<file path="config.mk">
export PLATFORM = sky130hd
export DESIGN_NAME = coremem_arbiter
export DESIGN_NICKNAME = d
export VERILOG_FILES = /design/src/rtl/coremem_pkg.sv /design/src/rtl/coremem_id_fifo.sv /design/src/rtl/coremem_arbiter.sv
export SDC_FILE = /design/constraint.sdc
export NUM_CORES = 1
export LEC_CHECK = 0
export CORE_AREA = 2 2 111 113
export CTS_CLUSTER_DIAMETER = 150
export DETAILED_ROUTE_END_ITERATION = 10
export DIE_AREA = 0 0 113 115
export GPL_TIMING_DRIVEN = 0
export PLACE_DENSITY = 0.72
export SYNTH_ARGS = -nofsm -noshare
export SYNTH_HDL_FRONTEND = slang
export SYNTH_SLANG_ARGS = --single-unit
</file>
<file path="constraint.sdc">
create_clock -name clk_i -period 2.3 [get_ports clk_i]
set_input_delay 0.345 -clock clk_i [delete_from_list [all_inputs] [get_ports clk_i]]
set_output_delay 0.345 -clock clk_i [all_outputs]
set_load 0.02 [all_outputs]
</file>
<file path="src/rtl/coremem_pkg.sv">
// Shared types and constants for the two-master core-memory arbiter.
// Master 0 is instruction fetch, master 1 is the LSU data port.
package coremem_pkg;

  localparam int unsigned NUM_MASTERS = 2;

  typedef logic [0:0] master_id_t;

  localparam master_id_t MASTER_IFETCH = 1'b0;
  localparam master_id_t MASTER_LSU    = 1'b1;

endpackage : coremem_pkg

</file>
<file path="src/rtl/coremem_id_fifo.sv">
// In-order queue of master IDs for granted-but-unanswered transactions.
// Push and pop may happen in the same cycle; pointers wrap modulo DEPTH.
module coremem_id_fifo
  import coremem_pkg::*;
#(
  parameter int unsigned DEPTH = 2
) (
  input  logic                     clk_i,
  input  logic                     rst_ni,
  input  logic                     push_i,
  input  master_id_t               id_i,
  input  logic                     pop_i,
  output master_id_t               head_o,
  output logic [$clog2(DEPTH):0]   count_o
);

  localparam int unsigned PTR_W = (DEPTH > 1) ? $clog2(DEPTH) : 1;

  master_id_t               mem_q [DEPTH];
  logic [PTR_W-1:0]         wr_ptr_q;
  logic [PTR_W-1:0]         rd_ptr_q;
  logic [$clog2(DEPTH):0]   count_q;

  always_ff @(posedge clk_i or negedge rst_ni) begin
    if (!rst_ni) begin
      for (int i = 0; i < int'(DEPTH); i++) mem_q[i] <= MASTER_IFETCH;
      wr_ptr_q <= '0;
      rd_ptr_q <= '0;
      count_q  <= '0;
    end else begin
      if (push_i) begin
        mem_q[wr_ptr_q] <= id_i;
        wr_ptr_q <= (wr_ptr_q == PTR_W'(DEPTH - 1)) ? '0 : wr_ptr_q + 1'b1;
      end
      if (pop_i) begin
        rd_ptr_q <= (rd_ptr_q == PTR_W'(DEPTH - 1)) ? '0 : rd_ptr_q + 1'b1;
      end
      case ({push_i, pop_i})
        2'b10:   count_q <= count_q + 1'b1;
        2'b01:   count_q <= count_q - 1'b1;
        default: count_q <= count_q;
      endcase
    end
  end

  assign head_o  = mem_q[rd_ptr_q];
  assign count_o = count_q;

endmodule : coremem_id_fifo

</file>
<file path="src/rtl/coremem_arbiter.sv">
// Round-robin two-master arbiter in front of the core-memory port, with a
// request lock while the port stalls and in-order response routing.
module coremem_arbiter
  import coremem_pkg::*;
#(
  parameter int unsigned ADDR_WIDTH      = 32,
  parameter int unsigned DATA_WIDTH      = 32,
  parameter int unsigned MAX_OUTSTANDING = 2
) (
  input  logic                                     clk_i,
  input  logic                                     rst_ni,
  input  logic [NUM_MASTERS-1:0]                   m_req_i,
  input  logic [NUM_MASTERS-1:0]                   m_we_i,
  input  logic [NUM_MASTERS-1:0][ADDR_WIDTH-1:0]   m_addr_i,
  input  logic [NUM_MASTERS-1:0][DATA_WIDTH-1:0]   m_wdata_i,
  input  logic [NUM_MASTERS-1:0][DATA_WIDTH/8-1:0] m_be_i,
  output logic [NUM_MASTERS-1:0]                   m_gnt_o,
  output logic [NUM_MASTERS-1:0]                   m_rvalid_o,
  output logic [DATA_WIDTH-1:0]                    m_rdata_o,
  output logic                                     s_req_o,
  output logic                                     s_we_o,
  output logic [ADDR_WIDTH-1:0]                    s_addr_o,
  output logic [DATA_WIDTH-1:0]                    s_wdata_o,
  output logic [DATA_WIDTH/8-1:0]                  s_be_o,
  input  logic                                     s_gnt_i,
  input  logic                                     s_rvalid_i,
  input  logic [DATA_WIDTH-1:0]                    s_rdata_i,
  output logic                                     err_o
);

  localparam int unsigned CNT_W = $clog2(MAX_OUTSTANDING) + 1;

  master_id_t        sel;
  master_id_t        last_grant_q;
  master_id_t        lock_id_q;
  logic              lock_q;
  logic              err_q;
  logic              grant;
  logic              resp;
  master_id_t        head;
  logic [CNT_W-1:0]  count;

  // A locked master keeps the port so a stalled request is never swapped out.
  always_comb begin
    sel = MASTER_IFETCH;
    if (lock_q)                sel = lock_id_q;
    else if (&m_req_i)         sel = ~last_grant_q;
    else if (m_req_i[MASTER_LSU]) sel = MASTER_LSU;
  end

  assign s_req_o   = m_req_i[sel] && (count < CNT_W'(MAX_OUTSTANDING));
  assign s_we_o    = m_we_i[sel];
  assign s_addr_o  = m_addr_i[sel];
  assign s_wdata_o = m_wdata_i[sel];
  assign s_be_o    = m_be_i[sel];

  assign grant = s_req_o & s_gnt_i;
  assign resp  = s_rvalid_i && (count != '0);

  always_comb begin
    m_gnt_o         = '0;
    m_gnt_o[sel]    = grant;
    m_rvalid_o      = '0;
    m_rvalid_o[head] = resp;
  end

  assign m_rdata_o = s_rdata_i;

  coremem_id_fifo #(
    .DEPTH (MAX_OUTSTANDING)
  ) u_id_fifo (
    .clk_i   (clk_i),
    .rst_ni  (rst_ni),
    .push_i  (grant),
    .id_i    (sel),
    .pop_i   (resp),
    .head_o  (head),
    .count_o (count)
  );

  always_ff @(posedge clk_i or negedge rst_ni) begin
    if (!rst_ni) begin
      last_grant_q <= MASTER_LSU;
      lock_q       <= 1'b0;
      lock_id_q    <= MASTER_IFETCH;
      err_q        <= 1'b0;
    end else begin
      if (grant) last_grant_q <= sel;
      if (grant && lock_q) begin
        lock_q <= 1'b0;
      end else if (s_req_o && !s_gnt_i) begin
        lock_q    <= 1'b1;
        lock_id_q <= sel;
      end
      if (s_rvalid_i && (count == '0)) err_q <= 1'b1;
    end
  end

  assign err_o = err_q;

endmodule : coremem_arbiter

</file>
==> run metrics <==
Slew headroom=0.676; Seq pwr share=0.077; Layout Cells excl Fill=560; Worst Setup End Kind=output port; routed length per instance=17.9 um; Max Clk Rate=449 MHz; post-synthesis sequential area ratio=0.129; Max Cap Viol=0; Die Y=115 um; syn nets=332; fin crit period=2230 ps; outcome=finished with violations; GRT overflow=0; initial cell density of the core=0.165; die area=0.0130 mm^2; Int Pwr=2.52 mW; IO Count=283; Synthesis Warnings=0; Slew @ Worst Pin=474 ps; Area growth syn-to-layout=129%; CTS tree=built; slowest stage cell, crit path=mux2_4; hold_ws=430 ps; Nets=590; Num Clock Sinks=10; initial DRC count=95; failing checks=DRC; Lkg Pwr=2.14 nW; RSZ-0062 raised after global routing=false; DP HPWL=8480 um; H-tree depth=1; Synth Cell Area=0.00195 mm^2; gpl congestion=0.823; fin crit share=0.969; Worst EP arrival=1880 ps; WP buf/inv=4; placed instance count=552; Slew Limit Fails=0; endpoints failing setup=0; CP top delay family=buffers and inverters; Most used DFF post-synth=dfrtp_1; core region area=0.0118 mm^2; Max stage delay on crit path=320 ps; WP data required=1960 ps; most instantiated cells after synthesis=mux2_4 (69), buf_4 (32), dfrtp_1 (9), buf_12 (7); vias in the first global route=2241; Longest Clk Path Bufs=2; Synth Instances=155; clk_skew=0.699 ps; number of flops mapped to enable cells by yosys=0; Residual DRC=40; cell with the most instances after synthesis=mux2_4; Hold Fails Final Rpt=0; gr usage total=0.138; port buffer count=250; Hold Crit Class=in2async; pin count of the biggest net entering global routing=11; combinational share of power=0.852; Via-to-Cell Ratio=3.81; crit-path cells=dlygate4sd2_1 -> a21bo_1 -> o21a_4 -> clkbuf_16 -> buf_12 -> mux2_4 -> buf_2; Yosys top cell area share=0.530; Worst-Skew Late Latency=240 ps; switching power=1.90 mW; final WL=10000 um; hold_buf cts=0; Die W=113 um; Peak VDD IR=468 uV; CTS root buffer=clkbuf_16; critical path fanouts, max=10; Post-synth ARST share=1.00; crit start category=primary input; number of library cell types mapped by synthesis=27; initial antenna violation count=1; clock network power share=0.071; via count=2134; synthesized flop and latch total=10; PD cells=988 mW/mm^2; Final ANT Viol Nets=0; first-pass GRT wire length=13800 um; syn avg cell area=12.6 um^2; CP Class=in2out; Sw Share=0.430; Rows=40; TritonRoute pass-1 iters=7; largest area contributor in the netlist=mux2_4; Worst-path clk slew=40 ps; TritonCTS Buffers=3; largest cells by area after synthesis=mux2_4 (53%), buf_4 (12%), dfrtp_1 (12%), buf_12 (7.2%), mux2_2 (2.9%); fraction of layout cells with a size suffix above 1=0.471
[power by group through the flow]
stage | combinational [mW] | clock [mW] | sequential, mW
after floorplan | 2.50 | 0 | 0.321
after global placement | 3.98 | 0 | 0.335
after detailed placement | 3.99 | 0 | 0.339
after CTS | 3.86 | 0.321 | 0.339
after global routing | 3.96 | 0.327 | 0.354
final | 3.76 | 0.314 | 0.342
[final timing paths]
path / from / endpoint / slack [ps] / depth (start not counted)
min: rst_ni / u_id_fifo.mem_q[1]$_DFFE_PN0P_ / 430 / 1
max: m_req_i[0] / s_addr_o[16] / 70 / 7
max in group asynchronous: rst_ni / last_grant_q$_DFFE_PN1P_ / 1530 / 1
max reg2reg: lock_id_q$_DFFE_PN0P_ / u_id_fifo.count_o[1]$_DFFE_PN0P_ / 580 / 5
min in group clk_i: err_o$_DFFE_PN0P_ / err_o$_DFFE_PN0P_ / 460 / 1
min reg2reg: err_o$_DFFE_PN0P_ / err_o$_DFFE_PN0P_ / 460 / 1
[cell families after synthesis]
| group | Yosys count | synth area share |
|---|---|---|
| AO/OA/AOI/OAI | 13 | 0.0525 |
| XOR/XNOR | 5 | 0.0224 |
| adder cells (fa/ha/maj) | 1 | 0.00640 |
| buffers and inverters | 43 | 0.206 |
| flip-flops | 10 | 0.129 |
| multiplexers | 76 | 0.569 |
| AND/OR/NAND/NOR | 7 | 0.0147 |
[through the flow]
stage / area [um^2] / worst slack, ps / util / setup TNS, ps / total power [mW]
floorplan: 1950 / 569 / - / 0 / 2.82
global placement: 4640 / -617 / 0.393 / -38120 / 4.32
detailed placement: 4640 / -631 / 0.393 / -38950 / 4.33
CTS: 4710 / 0.589 / 0.399 / 0 / 4.52
global route: 4470 / 8.43 / 0.378 / 0 / 4.64
finish: 4470 / 71.3 / 0.379 / 0 / 4.42
[timing repair]
| item | CTS | global route |
|---|---|---|
| buffers inserted | 0 | 0 |
| setup endpoints to repair | 71 | 61 |
| pin swaps | 0 | 1 |
| cloned | 0 | 3 |
| resized for setup | 241 | 56 |
| endpoints found under the hold margin | 0 | 0 |
[registers in the layout, summed over array words and instances (netlist names)]
register,count
u_id_fifo.mem_q,2
lock_id_q,1
err_o,1
last_grant_q,1
u_id_fifo.wr_ptr_q,1
lock_q,1
u_id_fifo.count_o,2
u_id_fifo.rd_ptr_q,1
[routing by layer]
layer / vias to the layer above / part of all wire / GRT usage
li1: 1040 / - / -
met3: 3 / 0.12 / 0.0532
met1: 975 / 0.44 / 0.193
met5: - / 0 / 0
met2: 116 / 0.44 / 0.207
met4: 0 / 0.0030 / 0.0179
[cells in the final DEF, fill, tap and decap left out, types with 4 or more instances in the layout]
| master | count |
|---|---|
| clkdlybuf4s50_1 | 177 |
| mux2_4 | 69 |
| buf_2 | 69 |
| buf_4 | 32 |
| dfrtp_1 | 9 |
| buf_12 | 8 |
| clkbuf_16 | 6 |
| mux2_2 | 5 |
| nor2_1 | 5 |
| xnor2_1 | 4 |
[final cells by class]
class,count,area (um^2)
Antenna cell,1,2.50
Tap cell,147,184
Fill cell,1201,7340
Sequential cell,10,251
Inverter,3,11.3
Multi-Input combinational cell,102,1320
Clock buffer,4,78.8
Buffer,40,400
Timing Repair Buffer,253,2230
Note: power is estimated with default switching activity, not from simulation.
